`src/rtl/kan_tda_job_scheduler_pkg.sv`:
```
// Shared types and sizing helpers for the KAN/TDA job scheduler.
package kan_tda_sched_pkg;

    typedef enum logic [1:0] {
        IDLE,
        DISPATCH,
        DRAIN,
        TDA_WAIT
    } sched_state_e;

    localparam int unsigned DEFAULT_TILE_W = 8;

    function automatic int unsigned cnt_width(input int unsigned n);
        return $clog2(n + 1);
    endfunction

endpackage

```
`src/rtl/kan_tda_job_scheduler_if.sv`:
```
// Job descriptor plus core/unit start/done lines. master = host side and
// core/unit array, slave = scheduler.
interface kan_tda_job_scheduler_if
    import kan_tda_sched_pkg::*;
#(
    parameter int unsigned NUM_KAN_CORES = 16,
    parameter int unsigned NUM_TDA_UNITS = 4,
    parameter int unsigned TILE_W        = DEFAULT_TILE_W,
    parameter int unsigned CNT_W         = cnt_width(NUM_KAN_CORES)
);
    logic                     start;
    logic [NUM_KAN_CORES-1:0] kan_mask;
    logic [NUM_TDA_UNITS-1:0] tda_mask;
    logic [TILE_W-1:0]        num_tiles;
    logic [CNT_W-1:0]         max_active;
    logic [NUM_KAN_CORES-1:0] kan_start;
    logic [TILE_W-1:0]        kan_tile_id;
    logic [NUM_KAN_CORES-1:0] kan_done;
    logic [NUM_TDA_UNITS-1:0] tda_start;
    logic [NUM_TDA_UNITS-1:0] tda_done;
    logic                     busy;
    logic                     computation_complete;
    logic [CNT_W-1:0]         active_count;

    modport master (
        output start, kan_mask, tda_mask, num_tiles, max_active, kan_done, tda_done,
        input  kan_start, kan_tile_id, tda_start, busy, computation_complete, active_count
    );

    modport slave (
        input  start, kan_mask, tda_mask, num_tiles, max_active, kan_done, tda_done,
        output kan_start, kan_tile_id, tda_start, busy, computation_complete, active_count
    );
endinterface

```
`src/rtl/kan_tda_job_scheduler_rr_picker.sv`:
```
// Combinational round-robin first-one finder: grants the first eligible
// bit at or after the pointer, wrapping at N.
module kan_rr_picker #(
    parameter int unsigned N     = 16,
    parameter int unsigned PTR_W = $clog2(N)
) (
    input  logic [N-1:0]     eligible_i,
    input  logic [PTR_W-1:0] ptr_i,
    output logic [N-1:0]     grant_o,
    output logic             valid_o
);
    always_comb begin
        int unsigned       idx;
        logic [PTR_W-1:0]  sel;
        grant_o = '0;
        valid_o = 1'b0;
        idx     = 0;
        sel     = '0;
        for (int unsigned i = 0; i < N; i++) begin
            idx = 32'(ptr_i) + i;
            if (idx >= N) begin
                idx = idx - N;
            end
            sel = PTR_W'(idx);
            if (!valid_o && eligible_i[sel]) begin
                grant_o[sel] = 1'b1;
                valid_o      = 1'b1;
            end
        end
    end
endmodule

```
`src/rtl/kan_tda_job_scheduler.sv`:
```
// Job sequencer: dispatches KAN tiles round-robin under a power cap, then
// launches the enabled TDA units and flags completion.
module kan_tda_job_scheduler
    import kan_tda_sched_pkg::*;
#(
    parameter int unsigned NUM_KAN_CORES = 16,
    parameter int unsigned NUM_TDA_UNITS = 4,
    parameter int unsigned TILE_W        = DEFAULT_TILE_W,
    parameter int unsigned CNT_W         = cnt_width(NUM_KAN_CORES)
) (
    input logic                    clk,
    input logic                    rst,
    kan_tda_job_scheduler_if.slave bus
);
    localparam int unsigned PTR_W = $clog2(NUM_KAN_CORES);

    sched_state_e             state_q;
    logic [NUM_KAN_CORES-1:0] kan_mask_q, busy_vec_q, busy_vec_d, kan_start_q;
    logic [NUM_KAN_CORES-1:0] eligible, grant, kan_left;
    logic [NUM_TDA_UNITS-1:0] tda_mask_q, tda_seen_q, tda_start_q;
    logic [TILE_W-1:0]        tiles_q, tile_cnt_q, kan_tile_id_q;
    logic [CNT_W-1:0]         cap_q, active_count_q, active_count_d;
    logic [PTR_W-1:0]         ptr_q, gidx, ptr_next;
    logic                     grant_valid, dispatch, last_tile, tda_all, kan_drained;
    logic                     busy_q, complete_q;

    function automatic logic [CNT_W-1:0] popcnt(input logic [NUM_KAN_CORES-1:0] v);
        logic [CNT_W-1:0] c;
        c = '0;
        for (int unsigned i = 0; i < NUM_KAN_CORES; i++) begin
            c = c + CNT_W'(v[i]);
        end
        return c;
    endfunction

    kan_rr_picker #(
        .N     (NUM_KAN_CORES),
        .PTR_W (PTR_W)
    ) u_picker (
        .eligible_i (eligible),
        .ptr_i      (ptr_q),
        .grant_o    (grant),
        .valid_o    (grant_valid)
    );

    // The first tile goes out in the start cycle, so IDLE picks from the live mask.
    always_comb begin
        eligible = (state_q == IDLE) ? bus.kan_mask : (kan_mask_q & ~busy_vec_q);
        dispatch = grant_valid &&
                   (((state_q == IDLE) && bus.start && (bus.num_tiles != '0)) ||
                    ((state_q == DISPATCH) && (active_count_q < cap_q) &&
                     (tile_cnt_q != tiles_q)));
        last_tile = (state_q == IDLE) ? (bus.num_tiles == TILE_W'(1))
                                      : (tile_cnt_q + 1'b1 == tiles_q);
        gidx = '0;
        for (int unsigned i = 0; i < NUM_KAN_CORES; i++) begin
            if (grant[i]) begin
                gidx = PTR_W'(i);
            end
        end
        ptr_next       = (gidx == PTR_W'(NUM_KAN_CORES - 1)) ? '0 : gidx + 1'b1;
        kan_left       = busy_vec_q & ~bus.kan_done;
        busy_vec_d     = kan_left | (dispatch ? grant : '0);
        active_count_d = popcnt(busy_vec_d);
        kan_drained    = (kan_left == '0);
        tda_all        = (((tda_seen_q | bus.tda_done) & tda_mask_q) == tda_mask_q);
    end

    always_ff @(posedge clk) begin
        if (rst) begin
            state_q        <= IDLE;
            kan_mask_q     <= '0;
            tda_mask_q     <= '0;
            tiles_q        <= '0;
            cap_q          <= '0;
            tile_cnt_q     <= '0;
            ptr_q          <= '0;
            busy_vec_q     <= '0;
            tda_seen_q     <= '0;
            kan_start_q    <= '0;
            kan_tile_id_q  <= '0;
            tda_start_q    <= '0;
            busy_q         <= 1'b0;
            complete_q     <= 1'b0;
            active_count_q <= '0;
        end else begin
            kan_start_q    <= '0;
            tda_start_q    <= '0;
            busy_vec_q     <= busy_vec_d;
            active_count_q <= active_count_d;
            if (dispatch) begin
                kan_start_q   <= grant;
                kan_tile_id_q <= (state_q == IDLE) ? '0 : tile_cnt_q;
                ptr_q         <= ptr_next;
            end
            case (state_q)
                IDLE: begin
                    if (bus.start) begin
                        kan_mask_q <= bus.kan_mask;
                        tda_mask_q <= bus.tda_mask;
                        tiles_q    <= bus.num_tiles;
                        cap_q      <= (bus.max_active == '0) ? CNT_W'(1) : bus.max_active;
                        complete_q <= 1'b0;
                        tile_cnt_q <= dispatch ? TILE_W'(1) : '0;
                        tda_seen_q <= '0;
                        if (dispatch) begin
                            busy_q  <= 1'b1;
                            state_q <= last_tile ? DRAIN : DISPATCH;
                        end else if (bus.tda_mask != '0) begin
                            busy_q      <= 1'b1;
                            tda_start_q <= bus.tda_mask;
                            state_q     <= TDA_WAIT;
                        end else begin
                            complete_q <= 1'b1;
                        end
                    end
                end
                DISPATCH: begin
                    if (dispatch) begin
                        tile_cnt_q <= tile_cnt_q + 1'b1;
                        if (last_tile) begin
                            state_q <= DRAIN;
                        end
                    end
                end
                DRAIN: begin
                    if (kan_drained) begin
                        if (tda_mask_q != '0) begin
                            tda_seen_q  <= '0;
                            tda_start_q <= tda_mask_q;
                            state_q     <= TDA_WAIT;
                        end else begin
                            complete_q <= 1'b1;
                            busy_q     <= 1'b0;
                            state_q    <= IDLE;
                        end
                    end
                end
                TDA_WAIT: begin
                    tda_seen_q <= tda_seen_q | bus.tda_done;
                    if (tda_all) begin
                        complete_q <= 1'b1;
                        busy_q     <= 1'b0;
                        state_q    <= IDLE;
                    end
                end
                default: state_q <= IDLE;
            endcase
        end
    end

    assign bus.kan_start            = kan_start_q;
    assign bus.kan_tile_id          = kan_tile_id_q;
    assign bus.tda_start            = tda_start_q;
    assign bus.busy                 = busy_q;
    assign bus.computation_complete = complete_q;
    assign bus.active_count         = active_count_q;
endmodule

```
`src/flat_wrapper.sv`:
```
// flat-port wrapper written by rule: the top's interface ports become plain ports
module kan_tda_job_scheduler_flat import kan_tda_sched_pkg::*;
#(
    parameter int unsigned NUM_KAN_CORES = 16,
    parameter int unsigned NUM_TDA_UNITS = 4,
    parameter int unsigned TILE_W        = DEFAULT_TILE_W,
    parameter int unsigned CNT_W         = cnt_width(NUM_KAN_CORES)
)
  (clk, rst, bus_start, bus_kan_mask, bus_tda_mask, bus_num_tiles, bus_max_active, bus_kan_done, bus_tda_done, bus_kan_start, bus_kan_tile_id, bus_tda_start, bus_busy, bus_computation_complete, bus_active_count);
  kan_tda_job_scheduler_if #(.NUM_KAN_CORES(NUM_KAN_CORES), .NUM_TDA_UNITS(NUM_TDA_UNITS), .TILE_W(TILE_W), .CNT_W(CNT_W)) bus_i ();
  input logic clk;
  input logic rst;
  input wire logic [$bits(bus_i.start)-1:0] bus_start;
  input wire logic [$bits(bus_i.kan_mask)-1:0] bus_kan_mask;
  input wire logic [$bits(bus_i.tda_mask)-1:0] bus_tda_mask;
  input wire logic [$bits(bus_i.num_tiles)-1:0] bus_num_tiles;
  input wire logic [$bits(bus_i.max_active)-1:0] bus_max_active;
  input wire logic [$bits(bus_i.kan_done)-1:0] bus_kan_done;
  input wire logic [$bits(bus_i.tda_done)-1:0] bus_tda_done;
  output wire logic [$bits(bus_i.kan_start)-1:0] bus_kan_start;
  output wire logic [$bits(bus_i.kan_tile_id)-1:0] bus_kan_tile_id;
  output wire logic [$bits(bus_i.tda_start)-1:0] bus_tda_start;
  output wire logic [$bits(bus_i.busy)-1:0] bus_busy;
  output wire logic [$bits(bus_i.computation_complete)-1:0] bus_computation_complete;
  output wire logic [$bits(bus_i.active_count)-1:0] bus_active_count;
  assign bus_i.start = bus_start;
  assign bus_i.kan_mask = bus_kan_mask;
  assign bus_i.tda_mask = bus_tda_mask;
  assign bus_i.num_tiles = bus_num_tiles;
  assign bus_i.max_active = bus_max_active;
  assign bus_i.kan_done = bus_kan_done;
  assign bus_i.tda_done = bus_tda_done;
  assign bus_kan_start = bus_i.kan_start;
  assign bus_kan_tile_id = bus_i.kan_tile_id;
  assign bus_tda_start = bus_i.tda_start;
  assign bus_busy = bus_i.busy;
  assign bus_computation_complete = bus_i.computation_complete;
  assign bus_active_count = bus_i.active_count;
  kan_tda_job_scheduler #(.NUM_KAN_CORES(NUM_KAN_CORES), .NUM_TDA_UNITS(NUM_TDA_UNITS), .TILE_W(TILE_W), .CNT_W(CNT_W)) u_core (.clk(clk), .rst(rst), .bus(bus_i));
endmodule
```
`config.mk`:
```
export PLATFORM = sky130hd
export DESIGN_NAME = kan_tda_job_scheduler_flat
export DESIGN_NICKNAME = d
export VERILOG_FILES = /design/src/rtl/kan_tda_job_scheduler_pkg.sv /design/src/rtl/kan_tda_job_scheduler_if.sv /design/src/rtl/kan_tda_job_scheduler_rr_picker.sv /design/src/rtl/kan_tda_job_scheduler.sv /design/src/flat_wrapper.sv
export SDC_FILE = /design/constraint.sdc
export NUM_CORES = 1
export LEC_CHECK = 0
export BUFFER_PORTS_ARGS = -buffer_cell sky130_fd_sc_hd__buf_4
export CORE_MARGIN = 10
export CORE_UTILIZATION = 60
export CTS_BUF_LIST = sky130_fd_sc_hd__clkbuf_16
export DETAILED_ROUTE_END_ITERATION = 10
export PLACE_DENSITY = 0.81
export SLEW_MARGIN = 0
export SYNTH_ARGS = -nofsm -noshare
export SYNTH_HDL_FRONTEND = slang
export SYNTH_SLANG_ARGS = --single-unit
```
`constraint.sdc`:
```
create_clock -name clk -period 8.6 [get_ports clk]
set_input_delay 0 -clock clk [delete_from_list [all_inputs] [get_ports clk]]
set_output_delay 0 -clock clk [all_outputs]
set_load 0.005 [all_outputs]
```
==> metrics.md <==
| Metric | Value |
|---|---|
| Layout cells sized above 1 | `0.185` |
| Setup Slack @ Placement | `approximately 670 ps` |
| Sequential element share of the synthesized area | `0.229` |
| CTS Buffer Depth | `2` |
| RePlAce Congestion | `1.16` |
| Slew Viols, Final | `0` |
| Resized cells post-CTS | `0` |
| Critical Path AT | `8330 ps` |
| Most frequent CP cell | `fa_1` |
| Gr ovfl total | `0` |
| Worst Path Required | `8810 ps` |
| Buffers plus inverters on the worst setup path | `4` |
| Initial Util | `0.614` |
| Pwr/cell area | `about 380 mW/mm^2` |
| Post-route DRC | `0` |
| Wire per inst | `approximately 26 um` |
| Worst r2r path cells | `22` |
| Hold crit path type | `in -> reg` |
| Vias in the first global route | `about 9,600` |
| H-tree levels | `3` |
| Crit-path leading delay family | `adder cells` |
| Top layer reached by signal wires | `met4` |
| Met2 routed WL | `around 16 mm` |
| Avg Vias per Cell | `7.30` |
| P_leak | `just under 4 nW` |
| Maximum vdd drop | `~0.23 mV` |
| Antenna-violating nets left | `0` |
| GRT Overall Usage | `0.349` |
| Initial antenna violation count | `0` |
| Iter 0 DRT Violations | `between 1,500 and 2,000` |
| Core ar. | `0.0145 mm^2` |
| Area post-placement | `~0.0097 mm^2` |
| Post-synth EDFFs | `0` |
| Max Cap Viol | `0` |
| Critical path depth | `22` |
| Worst-path clk slew | `about 80 ps` |
| TritonCTS buffer count | `9` |
| Final hold vios | `0` |
| Vias | `approximately 10,000` |
| Clk sinks | `roughly 100` |
| Num rows | `44` |
| Die area | `around 0.020 mm^2` |
| Number of port buffers | `90` |
| Area grow syn2layout | `16.5%` |
| YS warnings | `0` |
| Seq cells post-synth | `roughly 100` |
| Main flop type after synthesis | `dfxtp_1` |
| Crit Path Class | `reg -> reg` |
| Nets | `around 1,300` |
| Share of synthesized registers carrying an async set or reset | `0` |
| Setup WS post-layout | `475 ps` |
| DIE HEIGHT | `between 100 and 150 um` |
| Wl on met1 | `around 13 mm` |
| Die width | `approximately 140 um` |
| Clock skew | `~14 ps` |
| Ordered list of cells on the worst path | `or2_2 -> buf_12 -> a2111oi_0 -> o41ai_1 -> and4_1 -> a211oi_1 -> and4_4 -> nand2_2 -> o21ai_1 -> buf_4 -> o21bai_1 -> ha_1 -> fa_1 -> inv_1 -> fa_1 -> fa_1 -> inv_1 -> fa_1 -> fa_1 -> fa_1 -> a21oi_1 -> nor3b_1` |
| Clk_lat worst skew | `~360 ps` |
| Largest net degree at the start of global routing | `89` |
| Status | `complete, no violations` |
| # IOs | `91` |
| Worst Max-Slew Pin Slew | `roughly 1100 ps` |
| CTS tree | `done` |
| Final setup TNS | `0 ps` |
| Final worst path period need | `8130 ps` |
| First-pass GRT wire length | `around 56 mm` |
| N_diodes | `0` |
| Cell Area, Synth | `0.00892 mm^2` |
| Total power | `between 3 and 4 mW` |
| CTS root buf | `clkbuf_16` |
| Synth cell types | `98` |
| Crit. End Element | `register` |
| Final core utilization | `0.715` |
| Period utilization | `0.945` |
| Final wirelength | `about 36 mm` |
| DR WL met3 | `roughly 4.4 mm` |
| Crit path largest cell delay | `about 740 ps` |
| Final Cell Area | `0.0104 mm^2` |
| DP Wirelength | `26.0 mm` |
| Synth Instances | `roughly 1,100` |
| Final setup viols | `0` |
| Avg Cell Area, Syn | `8.10 um^2` |
| CP startpoint kind | `register` |
| Slew margin rel. | `0.257` |
| Crit path max fanout | `37` |
| CP max stage cell | `a2111oi_0` |
| First-pass DRT Iterations | `6` |
| RSZ-0062 raised after global routing | `false` |
| Post-Synthesis Net Count | `approximately 1,200` |
| Worst Hold Depth | `4` |
| Fmax achieved | `0.123 GHz` |
==> per-stage QoR <==
| stage | hold slack, ps | std cells |
|---|---|---|
| 3_5_place_dp | 267 | 1333 |
| 6_report | 78.5 | 1386 |
| 5_1_grt | 104 | 1386 |
| 2_1_floorplan | 136 | 1101 |
| 3_3_place_gp | 233 | 1333 |
| 4_1_cts | 37.2 | 1386 |
==> cell usage in the layout, fill, tap and decap left out, drive strengths merged, types with 8 or more instances in the layout <==
| cell | instances |
|---|---|
| o221ai | 9 |
| o2111ai | 9 |
| nor4 | 33 |
| clkbuf | 9 |
| ha | 27 |
| inv | 31 |
| and2 | 9 |
| or3 | 8 |
| a31oi | 15 |
| xnor2 | 24 |
| o21ai | 31 |
| buf | 123 |
| dfxtp | 102 |
| dlygate4sd3 | 37 |
| nor2b | 48 |
| nand2 | 141 |
| fa | 10 |
| nand3 | 46 |
| nand4 | 20 |
| xor2 | 12 |
| nand2b | 11 |
| a21oi | 92 |
| nor2 | 82 |
| nor3 | 35 |
| mux4 | 28 |
| a22oi | 11 |
| o41ai | 13 |
| a211oi | 35 |
| a32oi | 11 |
| nor3b | 18 |
| a2111oi | 9 |
| a21o | 8 |
==> worst paths after layout <==
check                             from                         end  slack [ps]
max                  u_core.state_q[1]  u_core.bus.active_count[4]         470
min                   bus_kan_done[12]       u_core.busy_vec_q[12]          80
max reg2reg          u_core.state_q[1]  u_core.bus.active_count[4]         470
min reg2reg  u_core.bus.kan_tile_id[4]   u_core.bus.kan_tile_id[4]         450
==> worst min-delay path: cells and delay by family <==
family	cells	cell delay (ps)
buffers and inverters	1	90
AND/OR/NAND/NOR	3	300
==> sequential cells by signal, indices dropped and copies added (netlist names) <==
signal	flops
u_core.bus.kan_start	16
u_core.tiles_q	8
u_core.tda_mask_q	4
u_core.state_q	2
u_core.bus.active_count	5
u_core.bus.busy	1
u_core.tile_cnt_q	8
u_core.kan_mask_q	16
u_core.bus.computation_complete	1
u_core.busy_vec_q	16
u_core.bus.kan_tile_id	8
u_core.bus.tda_start	4
u_core.ptr_q	4
u_core.cap_q	5
u_core.tda_seen_q	4
==> layer usage <==
| layer | vias to the layer above | GRT usage |
|---|---|---|
| met5 | - | 0 |
| met4 | 0 | 0.202 |
| met3 | 228 | 0.0828 |
| met2 | 920 | 0.557 |
| met1 | 4622 | 0.422 |
| li1 | 4354 | - |
==> cell families (layout without fill, tap and decap cells) <==
kind of cell / Yosys count / in the layout / synth area share
DFF: 102 / 102 / 0.229
buffers and inverters: 106 / 207 / 0.0565
xor gates and xnor gates: 36 / 36 / 0.0354
and+or+nand+nor: 479 / 479 / 0.284
AOI/OAI and AO/OA: 301 / 301 / 0.247
muxes: 40 / 40 / 0.0876
adders and majority gates: 37 / 37 / 0.0603
==> report_power, final <==
group	internal [mW]	leakage, nW	switching, mW
combinational	0.956	2.89	1.90
clock	0.236	0.159	0.210
sequential	0.542	0.829	0.0557
==> cell usage after synthesis (all sizes together), types with 7 or more instances <==
cell type | instances | area share
a211oi | 35 | 0.030
a21o | 8 | 0.0067
a22oi | 11 | 0.010
inv | 27 | 0.011
nand2 | 141 | 0.060
nor2b | 48 | 0.034
nand2b | 11 | 0.0086
nor2 | 82 | 0.035
mux4 | 28 | 0.071
dfxtp | 102 | 0.23
o221ai | 9 | 0.011
o2111ai | 9 | 0.0095
nor3b | 18 | 0.017
a2111oi | 9 | 0.011
xor2 | 12 | 0.012
and2 | 9 | 0.0063
a21oi | 92 | 0.052
fa | 10 | 0.022
or3 | 8 | 0.0056
buf | 27 | 0.023
mux2i | 7 | 0.010
o41ai | 13 | 0.015
a31oi | 15 | 0.013
xnor2 | 24 | 0.024
ha | 27 | 0.038
nor4 | 33 | 0.031
o21ai | 31 | 0.017
nor3 | 35 | 0.021
a32oi | 11 | 0.011
nand3 | 46 | 0.028
clkbuf | 48 | 0.020
nand4 | 20 | 0.014
==> repair_timing <==
action,CTS,global route
setup buffers,0,0
hold endpoints to repair,37,0
hold buffers,37,0
==> final cells by class <==
cell class / count / area [um^2]
clock inverter: 7 / 97.6
inverter: 31 / 116
timing repair buffer: 160 / 1310
multi-input combinational: 893 / 6370
fill: 1111 / 4150
clock buffer: 9 / 225
tap: 184 / 230
sequential: 102 / 2040
Power figures use the tool's default switching activity.
